===== config.mk =====
export PLATFORM = sky130hd
export DESIGN_NAME = gray_to_bin_decoder
export DESIGN_NICKNAME = d
export VERILOG_FILES = /design/src/rtl/gray_to_bin_decoder.sv
export SDC_FILE = /design/constraint.sdc
export NUM_CORES = 1
export LEC_CHECK = 0
export CAP_MARGIN = 10
export CORE_AREA = 3 3 40 42
export DETAILED_ROUTE_END_ITERATION = 10
export DIE_AREA = 0 0 43 45
export PLACE_DENSITY_LB_ADDON = 0.08
export SLEW_MARGIN = 25
export SYNTH_ARGS = -nofsm -noshare
export SYNTH_HDL_FRONTEND = slang
export SYNTH_SLANG_ARGS = --single-unit

===== constraint.sdc =====
create_clock -name clk -period 1.6 [get_ports clk]
set_input_delay 0.24 -clock clk [delete_from_list [all_inputs] [get_ports clk]]
set_output_delay 0.24 -clock clk [all_outputs]
set_load 0.02 [all_outputs]

===== src/rtl/gray_to_bin_decoder.sv =====
// rtl/gray_to_bin_decoder.sv - registered Gray-to-binary decoder with step classification
//
// Purpose:
//   Decodes a Gray-coded word accepted on a valid/ready handshake into binary,
//   registered one cycle later. Each accepted word is classified against the
//   previously accepted word as hold / up / down / first-after-reset. A jump of
//   more than one position (mod 2^WIDTH) raises step_err and bumps a saturating
//   error counter.
//
// Build option:
//   GRAY_DEC_STEP_CHECK_EN - when defined, builds the previous-word tracking,
//   dir, step_err and err_count logic. When undefined, those outputs are tied
//   to 0 and only decode plus handshake remain.
//
// Ports:
//   clk        in   rising-edge clock
//   rst        in   synchronous active-high reset
//   in_valid   in   gray_in holds a word
//   gray_in    in   [WIDTH-1:0] Gray-coded word
//   in_ready   out  decoder can accept this cycle
//   out_valid  out  bin_out / status valid
//   out_ready  in   consumer accepts the output word
//   bin_out    out  [WIDTH-1:0] decoded binary value
//   dir        out  [1:0] 00 hold, 01 up, 10 down, 11 first word after reset
//   step_err   out  accepted word not within +/-1 of the previous word
//   err_count  out  [ERRW-1:0] saturating count of step_err events

module gray_to_bin_decoder #(
  parameter int WIDTH = 4,
  parameter int ERRW  = 8
) (
  input  logic             clk,
  input  logic             rst,
  input  logic             in_valid,
  input  logic [WIDTH-1:0] gray_in,
  output logic             in_ready,
  output logic             out_valid,
  input  logic             out_ready,
  output logic [WIDTH-1:0] bin_out,
  output logic [1:0]       dir,
  output logic             step_err,
  output logic [ERRW-1:0]  err_count
);

  logic             accept;
  logic [WIDTH-1:0] bin_dec;

  // Single output register: a new word may enter whenever the slot is empty
  // or is being drained in the same cycle.
  assign in_ready = !out_valid || out_ready;
  assign accept   = in_valid && in_ready;

  // Each binary bit is the XOR of all Gray bits at or above it; this is the
  // unrolled form of bin[i] = bin[i+1] ^ g[i] without a combinational chain
  // through a shared vector.
  for (genvar i = 0; i < WIDTH; i++) begin : g_decode
    assign bin_dec[i] = ^gray_in[WIDTH-1:i];
  end

  always_ff @(posedge clk) begin
    if (rst) begin
      out_valid <= 1'b0;
      bin_out   <= '0;
    end else if (accept) begin
      out_valid <= 1'b1;
      bin_out   <= bin_dec;
    end else if (out_ready) begin
      out_valid <= 1'b0;
    end
  end

`ifdef GRAY_DEC_STEP_CHECK_EN
  logic [WIDTH-1:0] prev_bin;
  logic             have_prev;
  logic [WIDTH-1:0] delta;
  logic [1:0]       dir_nxt;
  logic             err_nxt;
  logic [1:0]       dir_q;
  logic             step_err_q;
  logic [ERRW-1:0]  err_count_q;

  // Modular difference makes max->0 an up step and 0->max a down step.
  assign delta = bin_dec - prev_bin;

  always_comb begin
    dir_nxt = 2'b00;
    err_nxt = 1'b0;
    if (!have_prev) begin
      dir_nxt = 2'b11;
    end else if (delta == '0) begin
      dir_nxt = 2'b00;
    end else if (delta == WIDTH'(1)) begin
      dir_nxt = 2'b01;
    end else if (delta == '1) begin
      dir_nxt = 2'b10;
    end else begin
      err_nxt = 1'b1;
    end
  end

  // Tracking follows every accept, even a flagged one, so a single glitch
  // produces one error rather than an error on every following word.
  always_ff @(posedge clk) begin
    if (rst) begin
      prev_bin    <= '0;
      have_prev   <= 1'b0;
      dir_q       <= 2'b00;
      step_err_q  <= 1'b0;
      err_count_q <= '0;
    end else if (accept) begin
      prev_bin   <= bin_dec;
      have_prev  <= 1'b1;
      dir_q      <= dir_nxt;
      step_err_q <= err_nxt;
      if (err_nxt && (err_count_q != {ERRW{1'b1}})) begin
        err_count_q <= err_count_q + ERRW'(1);
      end
    end
  end

  assign dir       = dir_q;
  assign step_err  = step_err_q;
  assign err_count = err_count_q;
`else
  assign dir       = 2'b00;
  assign step_err  = 1'b0;
  assign err_count = '0;
`endif

endmodule


==> results.md, run 1 <==
* Post-synthesis simple-gate area fraction at 0.0533
* Max IR drop VDD at 0.000231 V
* Post-synthesis sequential area ratio at 0.328
* First-pass GRT wire length at between 1000 and 1500 µm
* Row cnt at 13
* Die area at 1940 µm²
* CTS clk-pin slew, worst paths at roughly 40 ps
* Overall power at a little over 0.4 mW
* Worst skew pair latency at approximately 240 ps
* CTS tree: done
* Peak Freq at ~0.67 GHz
* Cells taking the most area after synthesis: dfxtp_1 (33%), buf_4 (27%), a21oi_1 (8.2%)
* Critical R2R Launch: out_valid$_SDFFE_PP0P_
* Worst Path Max Fanout at 3
* # Post-CTS Setup Buffers at 0
* Drt drc at 0
* CTS Root Cell: clkbuf_4
* CP arrival at ~1300 ps
* Vias in the first global route at around 240
* Tmin final at between 1000 and 1500 ps
* Die Y-Extent at around 45 µm
* Final setup fails at 0
* Worst setup path class: input pin to primary output
* Nets at 62
* Avg Vias per Cell at a little under 4
* Crit. End Element: primary output
* Min-delay src: bin_out[1]$_SDFFE_PP0P_
* Largest family of logic cells by synthesized area: buffers and inverters
* Clock tree buffer depth at 2
* Fill cells at around 150
* Place WS at -139 ps
* Compound-Gate Fraction of Synth Area at 0.172
* Worst Slack Setup Final at about 110 ps
* PwrDens at between 800 and 900 nW/µm²
* DR vias at approximately 270
* Synth Instances at 34
* Share of the synthesized area in the top cell type at 0.328
* Effective utilization at floorplan at 0.238
* Area of the multi-input gates at about 160 µm²
* MaxCap Viol Count at 0
* Min-Delay Path Depth at 2
* Port bufs at 13
* Post-DP HPWL at roughly 520 µm
* Global placer's final weighted congestion at around 0.65
* Worst path max stage delay at 410 ps
* Clock Sinks at 5
* Ports at 25
* Critical Path RT at 1360 ps
* Worst Setup Start Kind: input pin
* Cell area after synthesis at 305 µm²
* H-tree Lvls at 1
* Total wire length at 641 µm
* Detailed Routing Iterations Pass 1 at 2
* Final Skew at approximately 1.3 ps
* Worst r2r path cells at 4
* Syn. warnings at 0
* Syn-to-layout area delta at 50.4%
* Netlist cell types at 12
* Die Wd at roughly 43 µm
* Status: finished clean
* Final Core Density at 0.357
* DR iter-0 viols at 1
* Worst path cell trace: clkdlybuf4s50_1, nor2b_2, clkinv_1, dlygate4sd2_1
* Grt ovf at 0
* Initial antenna violation count at 0
* Hold Path End: bin_out[1]$_SDFFE_PP0P_
* Total CTS buffers at 3
* Final Max Tran Viols at 0
* Setup slack, reg-to-reg at 490 ps
* Crit share post-route at 0.928
* RSZ-0062 raised after global routing: no
* Register bit total from synthesis at 5
* Mux contribution to synthesized area at 0
* Avg Cell Area, Syn at between 8 and 9 µm²
* Largest net degree at the start of global routing at 8
* Post-synthesis adder-cell area fraction at 0
* Largest area contributor in the netlist: dfxtp_1
* Hold buffers post-CTS at 0
* Setup TNS at 0 ps
* Worst R2R End: bin_out[2]$_SDFFE_PP0P_
* Antenna Cells at 0
* Core Region at ~1300 µm²
* GRT Total Usage at 0.0767
* Xor/xnor cell area share of the yosys netlist at 0.139
* Highest-delay cell along the critical path: clkdlybuf4s50_1
* Leak at just under 0.2 nW
* Final hold violations at 0
* DRT antenna net count at 0
* Register area at roughly 100 µm²
* Routed WL per cell at 9.43 µm
* Share of post-route cells with drive strength above 1 at 0.151
* Worst Hold Class: flop to flop
## per-stage QoR
| stage | hold WS, ps | area (µm²) | instances |
|---|---|---|---|
| after floorplan | 309 | 343 | 44 |
| after global placement | 474 | 432 | 64 |
| after detailed placement | 479 | 432 | 64 |
| after CTS | 486 | 457 | 68 |
| after global routing | 508 | 459 | 68 |
| final | 479 | 459 | 68 |
## power by group
part	leakage, nW	internal (mW)	switching (mW)
registers	0.0414	0.135	0.00457
logic	0.141	0.0565	0.0641
clock network	0.0150	0.0941	0.0496
total	0.197	0.286	0.118
## what timing repair did
item / CTS / global route
endpoints found under the hold margin: 0 / 0
gates resized for setup: 1 / 1
setup endpoints to repair: 1 / 1
cloned: 0 / 0
## critical path, delay by kind of cell
family | cells | cell delay (ps)
buffers and inverters | 3 | 840
and+or+nand+nor | 1 | 160
## synthesized netlist by cell type
cell,number
buf_4,11
a21oi_1,5
dfxtp_1,5
a311oi_1,2
nand3_1,2
o21ai_0,2
xnor2_1,2
clkinv_1,1
conb_1,1
inv_1,1
nor2b_1,1
xor3_2,1
## sequential cells by signal, indices dropped and copies added, names as in the netlist
name and flops:
bin_out 4, out_valid 1
## layout by cell type, fill, tap and decap left out, drive strengths merged
| cell | synthesis | layout |
|---|---|---|
| inv | 1 | 1 |
| dlygate4sd2 | 0 | 1 |
| nor2b | 1 | 1 |
| conb | 1 | 11 |
| a21oi | 5 | 5 |
| xor3 | 1 | 1 |
| o21ai | 2 | 2 |
| clkdlybuf4s50 | 0 | 12 |
| xnor2 | 2 | 2 |
| buf | 11 | 3 |
| a311oi | 2 | 2 |
| clkinv | 1 | 1 |
| nand3 | 2 | 2 |
| dfxtp | 5 | 5 |
| clkbuf | 0 | 4 |
## final cells by class
cell class | count | area share
Clock buffer | 4 | 0.0572
Inverter | 2 | 0.0163
Multi-Input combinational cell | 26 | 0.338
Sequential cell | 5 | 0.218
Tap cell | 15 | 0.0409
Timing Repair Buffer | 16 | 0.330
## metal layers
layer,global-route usage,vias to the layer above,part of all wire
li1,-,130,-
met1,0.0845,117,0.39
met2,0.108,20,0.44
met3,0.0478,0,0.17
met4,0.0542,0,0
met5,0,-,0
## kinds of logic after synthesis
kind of cell | Yosys count
compound gates | 9
xor+xnor | 3
buf+inv | 13
flops | 5
other cells | 1
simple gates | 3
## worst max path at each step
stage,from,endpoint
floorplan,out_valid$_SDFFE_PP0P_,bin_out[0]$_SDFFE_PP0P_
global placement,out_ready,in_ready
detailed placement,out_ready,in_ready
CTS,out_ready,in_ready
global route,out_ready,in_ready
finish,out_ready,in_ready
No activity file was read; power rests on OpenSTA's default activity.
==> run 2, diff against run 1 <==
SLEW_MARGIN = unset   (was 25)
==> results of run 2 <==
Same layout as run 1: the final DEF is identical, and so are final timing and power.
==> run 3, diff against run 2 <==
ABC_CLOCK_PERIOD_IN_PS = 1600   (was unset)
SKIP_LAST_GASP = 1   (was unset)
==> results of run 3 <==
Same layout as run 1: the final DEF is identical, and so are final timing and power.
